### src/rtl/ifu_pkg.sv
// rtl/ifu_pkg.sv - shared opcode/format constants, decoded-instruction struct and FSM states
// for the instruction fetch unit (optional bounds check: IFU_BOUNDS_CHECK_EN in instr_fetch_unit).
package ifu_pkg;

    localparam int LOC_W = 16;

    localparam logic [3:0] OP_JMP  = 4'b0010;
    localparam logic [3:0] OP_BR   = 4'b0100;
    localparam logic [3:0] OP_MVB  = 4'b0101;
    localparam logic [3:0] OP_MVF  = 4'b0110;
    localparam logic [3:0] OP_IMM0 = 4'b1001;
    localparam logic [3:0] OP_IMM1 = 4'b1101;
    localparam logic [3:0] OP_HALT = 4'b1110;
    localparam logic [3:0] OP_EXT  = 4'b1111;

    typedef enum logic [1:0] {
        FMT_M = 2'd0,
        FMT_C = 2'd1,
        FMT_I = 2'd2,
        FMT_X = 2'd3
    } fmt_t;

    typedef struct packed {
        fmt_t             format;
        logic [3:0]       opcode;
        logic [2:0]       reg1_i;
        logic [2:0]       reg2_i;
        logic [2:0]       reg_o;
        logic [2:0]       imm;
        logic             imm_flag;
        logic [LOC_W-1:0] jmp_loc;
    } dec_t;

    typedef enum logic [1:0] {
        ST_IDLE   = 2'd0,
        ST_RUN    = 2'd1,
        ST_HALTED = 2'd2
    } fsm_t;

endpackage

### src/rtl/ifu_decode.sv
// rtl/ifu_decode.sv - purely combinational decode of one 8-bit instruction word into dec_t,
// resolving label-based jump targets from the flattened label table.
module ifu_decode
    import ifu_pkg::*;
#(
    parameter int ADDR_W  = 16,
    parameter int NUM_LBL = 16
) (
    input  logic [7:0]              instr,
    input  logic [NUM_LBL*ADDR_W-1:0] lbl_flat,
    output dec_t                    dec
);

    logic       use_lbl;
    logic [3:0] lbl_idx;

    always_comb begin
        dec        = '0;
        use_lbl    = 1'b0;
        lbl_idx    = '0;
        dec.opcode = instr[7:4];
        case (instr[7:4])
            OP_JMP, OP_BR: begin
                dec.format = FMT_C;
                dec.reg_o  = instr[0] ? 3'd3 : 3'd2;
                use_lbl    = 1'b1;
                lbl_idx    = instr[3:0];
            end
            OP_IMM0, OP_IMM1: begin
                dec.format   = FMT_I;
                dec.reg1_i   = instr[3:1];
                dec.reg2_i   = instr[3:1] + 3'd1;
                dec.reg_o    = instr[3:1];
                dec.imm      = instr[3:1];
                dec.imm_flag = instr[0];
            end
            OP_HALT, OP_EXT: begin
                dec.format = FMT_X;
            end
            OP_MVB: begin
                dec.format = FMT_M;
                dec.reg1_i = {1'b1, instr[1:0]};
                dec.reg_o  = {1'b0, instr[3:2]};
                use_lbl    = 1'b1;
                lbl_idx    = {2'b11, instr[1:0]};
            end
            default: begin
                dec.format = FMT_M;
                dec.reg1_i = {1'b0, instr[3:2]};
                dec.reg2_i = {1'b0, instr[3:2]} + 3'd1;
                dec.reg_o  = {1'b1, instr[1:0]};
                use_lbl    = 1'b1;
                lbl_idx    = {2'b11, instr[1:0]};
            end
        endcase
        if (use_lbl) begin
            dec.jmp_loc = LOC_W'(lbl_flat[lbl_idx*ADDR_W +: ADDR_W]);
        end
    end

endmodule

### src/rtl/instr_fetch_unit.sv
// rtl/instr_fetch_unit.sv - instruction fetch unit: imem + label table, IDLE/RUN/HALTED fetch FSM,
// one registered decoded output with valid/ready; IFU_BOUNDS_CHECK_EN enables out-of-range fetch error.
module instr_fetch_unit
    import ifu_pkg::*;
#(
    parameter int ADDR_W  = 16,
    parameter int DEPTH   = 256,
    parameter int NUM_LBL = 16
) (
    input  logic                     clk,
    input  logic                     rst_n,
    input  logic                     start,
    input  logic [ADDR_W-1:0]        start_pc,
    input  logic                     redirect_valid,
    input  logic [ADDR_W-1:0]        redirect_pc,
    input  logic                     imem_we,
    input  logic [$clog2(DEPTH)-1:0] imem_waddr,
    input  logic [7:0]               imem_wdata,
    input  logic                     lbl_we,
    input  logic [3:0]               lbl_waddr,
    input  logic [ADDR_W-1:0]        lbl_wdata,
    output logic                     out_valid,
    input  logic                     out_ready,
    output logic [ADDR_W-1:0]        out_pc,
    output dec_t                     out_dec,
    output logic                     halted,
    output logic                     err
);

    localparam int IW = $clog2(DEPTH);

    logic [7:0]                imem [DEPTH];
    logic [ADDR_W-1:0]         lbl  [NUM_LBL];
    logic [NUM_LBL*ADDR_W-1:0] lbl_flat;
    logic [ADDR_W-1:0]         pc;
    logic [7:0]                instr;
    dec_t                      fetch_dec;
    fsm_t                      state;

    // Instruction memory is deliberately not reset; reads are asynchronous so a
    // same-edge write is only visible to the following fetch.
    always_ff @(posedge clk) begin
        if (imem_we) begin
            imem[imem_waddr] <= imem_wdata;
        end
    end

    always_ff @(posedge clk or negedge rst_n) begin
        if (!rst_n) begin
            for (int i = 0; i < NUM_LBL; i++) begin
                lbl[i] <= '0;
            end
        end else if (lbl_we) begin
            lbl[lbl_waddr] <= lbl_wdata;
        end
    end

    for (genvar g = 0; g < NUM_LBL; g++) begin : g_lbl_flat
        assign lbl_flat[g*ADDR_W +: ADDR_W] = lbl[g];
    end

    assign instr = imem[pc[IW-1:0]];

    ifu_decode #(
        .ADDR_W  (ADDR_W),
        .NUM_LBL (NUM_LBL)
    ) u_decode (
        .instr    (instr),
        .lbl_flat (lbl_flat),
        .dec      (fetch_dec)
    );

`ifdef IFU_BOUNDS_CHECK_EN
    logic err_q;
    logic oob;
    assign oob = (32'(pc) >= DEPTH);
    assign err = err_q;
`else
    assign err = 1'b0;
`endif

    always_ff @(posedge clk or negedge rst_n) begin
        if (!rst_n) begin
            state     <= ST_IDLE;
            pc        <= '0;
            out_valid <= 1'b0;
            out_pc    <= '0;
            out_dec   <= '0;
            halted    <= 1'b0;
`ifdef IFU_BOUNDS_CHECK_EN
            err_q     <= 1'b0;
`endif
        end else begin
            case (state)
                ST_IDLE: begin
                    if (start) begin
                        state <= ST_RUN;
                        pc    <= start_pc;
                    end
                end
                ST_RUN: begin
                    if (redirect_valid) begin
                        pc        <= redirect_pc;
                        out_valid <= 1'b0;
                    end else if (!out_valid || out_ready) begin
`ifdef IFU_BOUNDS_CHECK_EN
                        if (oob) begin
                            err_q     <= 1'b1;
                            out_valid <= 1'b0;
                            state     <= ST_HALTED;
                            halted    <= 1'b1;
                        end else begin
`else
                        begin
`endif
                            out_valid <= 1'b1;
                            out_pc    <= pc;
                            out_dec   <= fetch_dec;
                            pc        <= pc + 1'b1;
                            // The HALT word is still presented; only further fetches stop.
                            if (fetch_dec.opcode == OP_HALT) begin
                                state  <= ST_HALTED;
                                halted <= 1'b1;
                            end
                        end
                    end
                end
                ST_HALTED: begin
                    if (out_valid && out_ready) begin
                        out_valid <= 1'b0;
                    end
                    if (start) begin
                        state  <= ST_RUN;
                        pc     <= start_pc;
                        halted <= 1'b0;
                    end
                end
                default: state <= ST_IDLE;
            endcase
        end
    end

endmodule

### config.mk
export PLATFORM = sky130hd
export DESIGN_NAME = instr_fetch_unit
export DESIGN_NICKNAME = d
export VERILOG_FILES = /design/src/rtl/ifu_pkg.sv /design/src/rtl/ifu_decode.sv /design/src/rtl/instr_fetch_unit.sv
export SDC_FILE = /design/constraint.sdc
export NUM_CORES = 2
export LEC_CHECK = 0
export CAP_MARGIN = 20
export CORE_MARGIN = 3
export CORE_UTILIZATION = 53
export CTS_CLUSTER_DIAMETER = 200
export CTS_CLUSTER_SIZE = 12
export DETAILED_ROUTE_END_ITERATION = 16
export PLACE_DENSITY = 0.71
export SKIP_LAST_GASP = 1
export SLEW_MARGIN = 10
export SYNTH_ARGS = -nofsm -noshare
export SYNTH_HDL_FRONTEND = slang
export SYNTH_SLANG_ARGS = --single-unit
### constraint.sdc
create_clock -name clk -period 3.6 [get_ports clk]
set_input_delay 1.08 -clock clk [delete_from_list [all_inputs] [get_ports clk]]
set_output_delay 1.08 -clock clk [all_outputs]
set_load 0.01 [all_outputs]
# Word-level counts from Yosys, hierarchy flattened
# Memories as Yosys holds them, arrays and structs flattened.
# Index checks and enable logic that the tools add are counted.
dict set report op_classes {
  addsub 3
  order_cmp 2
  n_eq_ne 16
  shifts 1
  mux 31
  bitwise 2
  n_reduce_logical 19
}
# operator n
set op_table {}
lappend op_table {{$bwmux W256} 1}
lappend op_table {{$shiftx A256 B9 Y16} 1}
lappend op_table {{$mux W16} 5}
lappend op_table {{$demux W16 S4} 1}
lappend op_table {{$pmux W16 S2} 1}
lappend op_table {{$add A16 B1 Y16 const B} 1}
lappend op_table {{$eq A4 B4 Y1 const B} 4}
lappend op_table {{$pmux W3 S4} 1}
lappend op_table {{$mux W1} 10}
lappend op_table {{$ne A2 B2 Y1 const B} 5}
lappend op_table {{$pmux W3 S3} 1}
lappend op_table {{$reduce_and A3 Y1} 3}
lappend op_table {{$eq A4 B3 Y1 const B} 2}
lappend op_table {{$mux W2} 4}
lappend op_table {{$pmux W4 S2} 1}
lappend op_table {{$reduce_or A2 Y1} 4}
lappend op_table {{$reduce_or A4 Y1} 2}
lappend op_table {{$pmux W2 S3} 1}
lappend op_table {{$pmux W3 S2} 1}
lappend op_table {{$ge A5 B5 Y1 const B} 1}
lappend op_table {{$lt A5 B1 Y1 const B} 1}
lappend op_table {{$not A4 Y5} 1}
lappend op_table {{$reduce_and A5 Y1} 1}
lappend op_table {{$reduce_or A5 Y1} 1}
lappend op_table {{other kinds (17)} 20}
dict set report totals {
  register_bits 327
  ram_bits 2048
  in_bits 75
  out_inout_bits 54
  wordCells 104
  mem_count 1
}
# name depth word_bits rd rd_ports_with_merged_regs write_ports line
set memory_table {}
lappend memory_table {imem 256 8 1 0 1 instr_fetch_unit.sv:32} ;# logic [7:0] imem [DEPTH];

# Depth between registers and ports, before layout
dict set report logic_depth {
  depth_word 6
  depth_mapped 23
  ltp_nobuf 12
}

# By module
# Synthesis repeated with hierarchy kept, for this count alone.
dict set report unflattened {
  hier_cells 4986
  hier_area_um2 95492.8
}
# mod instances cells_per_inst area_each_um2 seq_area_each_um2
set by_module_without_submodules {}
lappend by_module_without_submodules {instr_fetch_unit 1 4646 92920.4 69681.8}
lappend by_module_without_submodules {ifu_decode 1 340 2572.5 0.0}

# Worst setup path after synthesis
# No wires, ideal clock.
dict set report synth_path {
  path_type {register to register}
  startpoint {reg pc[0]}
  endpoint {reg out_dec[10] in the netlist's numbering}
  setup_time_ns 0.138
  arrival_ns 3.878
  required_ns 3.462
  setup_slack_ns -0.417
  stages_incl_launch_ff 21
  path_buffers 9
  synth_period_minus_slack_ns 4.017
  cell_sequence {dfrtp_1 buf_6 buf_8 buf_8 buf_6 buf_6 buf_6 buf_6 buf_6 mux4_2 a221oi_1 o21ai_0 a41oi_1 o21ai_1 nand3_2 nor3_1 o311a_1 buf_4 o211a_1 a211oi_1 o211ai_1}
}
dict set report synth_between {
  elab_chain_cells 6
  word_cells_on_any_way 12
  cone_classes {eq/ne (6); shift (1); mux (2); reduce/logical (2); memory (1)}
}
# element line
set synth_lines {}
lappend synth_lines {{from (decl)} instr_fetch_unit.sv:35} ;# logic [ADDR_W-1:0] pc;
lappend synth_lines {{from (signal assigned)} instr_fetch_unit.sv:98} ;# pc <= start_pc;
lappend synth_lines {{from (signal assigned)} instr_fetch_unit.sv:103} ;# pc <= redirect_pc;
lappend synth_lines {{from (signal assigned)} instr_fetch_unit.sv:119} ;# pc <= pc + 1'b1;
lappend synth_lines {{$mem_v2 Z256 W8 (*)} --}
lappend synth_lines {{$eq A4 B4 Y1, or another cell as far along} ifu_decode.sv:22} ;# case (instr[7:4])
lappend synth_lines {{$reduce_or A4 Y1 (no line) / $reduce_or A2 Y1 (equally long branches)} --}
lappend synth_lines {{$pmux W4 S2} ifu_decode.sv:22}
lappend synth_lines {{$shiftx A256 B9 Y16} ifu_decode.sv:57} ;# dec.jmp_loc = LOC_W'(lbl_flat[lbl_idx*ADDR_W +: ADDR_W]);
lappend synth_lines {{$mux W16 (*)} ifu_decode.sv:56} ;# if (use_lbl) begin
lappend synth_lines {{to (signal assigned)} instr_fetch_unit.sv:118} ;# out_dec <= fetch_dec;
lappend synth_lines {{to (decl)} instr_fetch_unit.sv:25} ;# output dec_t out_dec,
# Mark *: on every way between the ends. The rest lies on a longest branch, timed or not.
# A chain may end at the register's enable or synchronous reset.

# Worst setup path in the final report
dict set report layout_path {
  startpoint {reg pc[0]}
  endpoint {reg out_dec[9] in the netlist's numbering}
}
# The elaborated chain is that of the path after synthesis.

==> impl_metrics.tcl <==
set metrics [dict create \
    finalCriticalPeriod_ns 4.61 \
    clkSlewWorstSetupHoldPaths_ns 0.06 \
    leakagePower_nw 39.6 \
    cts.sinks 2375 \
    yosys-top-cells-area "edfxtp_1 65%, mux4_2 12%, dfrtp_1 8.6%, mux2_2 3.7%, mux2i_1 1.6%" \
    ys_seq_area_frac 0.732 \
    gp_routability_congestion 0.942 \
    ir_worst_vdd_v 0.000767 \
    clk_latency_ns 0.87 \
    routed_wl_mm 279 \
    drcViolationCount 0 \
    syn-num-nets 5053 \
    cp.arrival_ns 5.32 \
    ctsHoldBuffers 0 \
    synthArstFlopShare 0.138 \
    drive_gt1_frac 0.377 \
    cts_root_buf "clkbuf_16" \
    hold_path_class "input pin to async pin" \
    synth_flop_cell "edfxtp_1" \
    yosysMostFrequentCell "edfxtp_1" \
    cts_tree "built" \
    fin_ws_ns -1.01 \
    die_x_um 430 \
    dpl.hpwl_mm 184 \
    cp_max_fo 10 \
    drtIter0Drc 7760 \
    synth_cells 4973 \
    fmax_mhz 217 \
    overflow 0 \
    synth.largest_area_cell "edfxtp_1" \
    grt_pass1_vias 54700 \
    fin_tns_setup_ns -27.78 \
    synth_top_area_share 0.646 \
    slew_headroom 0.377 \
    pre_cts_ws_ns -1.56 \
    max_cap_violations 0 \
    status "finished, violations left" \
    nets 6138 \
    core_sq_um 177000 \
    cts_buffers 215 \
    grt_pass1_wl_mm 398 \
    crit_required_ns 4.31 \
    vias 55300 \
    cts_buffer_depth 3 \
    areaGrowthSynthToFinish_pct 20.2 \
    dpl_cell_area_sq_um 107000 \
    power_density_nw_per_um2 819 \
    synth.distinct_cells 78 \
    violations "setup timing" \
    die-area_sq_um 185000 \
    tightest_slew_ns 0.934 \
    grt_setup_unrepaired "true" \
    yosys_warnings 0 \
    setup_viol 36 \
    via_per_inst 6.54 \
    rows 154 \
    netlist_top_cells_count "2,048 x edfxtp_1, 500 x mux4_2, 344 x nor2_1" \
    finalHoldViolCount 0 \
    skew_ns 0.0384 \
    first_pass_iters 6 \
    io_buffers 127 \
    fp.dieH_um 430 \
    synth_edf_count 2048 \
    wire_per_inst_um 32.9 \
    synth_area_sq_um 95100 \
    slew_violations 0 \
    synth-seq-cells 2375 \
    grt_usage 0.301 \
    antenna_left 0 \
    antenna_found_initial 10 \
    postLayoutCellArea_sq_um 114000 \
    cts-htree-levels 4 \
    startpoint_type "flop" \
    synth_area_per_cell_sq_um 19.1 \
    end_kind "flop" \
    grt_max_degree 123 \
    ios 129 \
    period_share 1.28 \
    start_util 0.537 \
    path_class "flop to flop" \
]
-- kinds of logic after synthesis --
group / Yosys count / share of synthesized area
mux: 978 / 0.173
other cells: 1 / 0.0000394
buf+inv: 343 / 0.0201
simple gates: 735 / 0.0339
compound gates: 524 / 0.0384
fa+ha+maj: 5 / 0.000658
flops: 2375 / 0.732
xor+xnor: 12 / 0.00110
-- sequential cells by signal (all words and copies together) (netlist names) --
register,cells
imem,2048
lbl,256
out_dec,35
out_pc,16
pc,16
state,2
halted,1
out_valid,1
-- metal layers --
layer  vias to the layer above  routed length [um]  part of all wire  global-route usage
met5                         -                  41           0.00015                   0
met4                         6               14200             0.051               0.131
met3                       721               36900              0.13              0.0891
met2                      3795              124000              0.45               0.443
met1                     28600              103000              0.37               0.422
li1                      22200                   -                 -                   -
-- worst paths after layout --
check,start,endpoint,slack [ns],cells past startpoint
max,pc[0]$_DFFE_PN0P_,out_dec[9]$_DFFE_PN0P_,-1.01,20
min,rst_n,lbl[36]$_DFFE_PN0P_,0.16,1
max reg2reg,pc[0]$_DFFE_PN0P_,out_dec[9]$_DFFE_PN0P_,-1.01,20
min reg2reg,out_pc[1]$_DFFE_PN0P_,out_pc[1]$_DFFE_PN0P_,0.48,2
max in group asynchronous,rst_n,lbl[39]$_DFFE_PN0P_,2.56,2
min in group clk,out_pc[1]$_DFFE_PN0P_,out_pc[1]$_DFFE_PN0P_,0.48,2
-- worst max-delay path, cell delays in order, from the launching register on --
cell	delay [ns]
dfrtp_4	0.47
buf_4	0.14
buf_12	0.18
buf_4	0.14
mux4_2	0.53
a22o_1	0.24
o41a_1	0.47
a211oi_2	0.23
buf_4	0.16
a311oi_2	0.04
buf_4	0.20
o211ai_1	0.23
o211ai_1	0.13
buf_4	0.17
buf_4	0.16
and2_1	0.17
buf_12	0.15
buf_4	0.16
o211a_1	0.22
a211oi_2	0.15
o211ai_1	0.10
-- layout make-up --
cell class              count  area, sq um
diodes                      8         20.0
clock buffers             255         5550
clock inverters            13          210
fillers                 11700        62900
inverters                  16         65.1
multi-input cells        2255        24500
flip-flops and latches   2375        69700
well taps                2340         2930
repair buffers           1195        11400
-- what timing repair did --
action,4_1_cts,5_1_grt
buffers inserted,79,25
pin swaps,61,35
resized for setup,206,53
gates cloned,4,1
endpoints found under the setup margin,37,37
-- cell usage in the layout, fill, tap and decap left out, types with 93 or more instances in the layout --
cell type,n
clkdlybuf4s50_1,118
mux2i_1,149
a21oi_1,93
mux2_2,316
mux4_2,501
nor2_1,333
nand2_1,181
buf_12,129
edfxtp_1,2048
clkbuf_16,217
buf_4,880
dfrtp_1,321
-- where the power goes --
group	switching (mW)	internal, mW
combinational	21.5	20.1
clock	9.59	10.7
sequential	0.818	31.0
-- through the flow --
step / hold WS [ns] / util / instances / power, mW
floorplan: 0.470 / - / 4973 / 51.3
global placement: 0.462 / 0.601 / 8087 / 68.0
detailed placement: 0.469 / 0.601 / 8087 / 68.4
CTS: 0.139 / 0.643 / 8425 / 91.9
global route: 0.172 / 0.645 / 8450 / 96.3
finish: 0.165 / 0.645 / 8457 / 93.7
No activity file was read; power rests on OpenSTA's default activity.
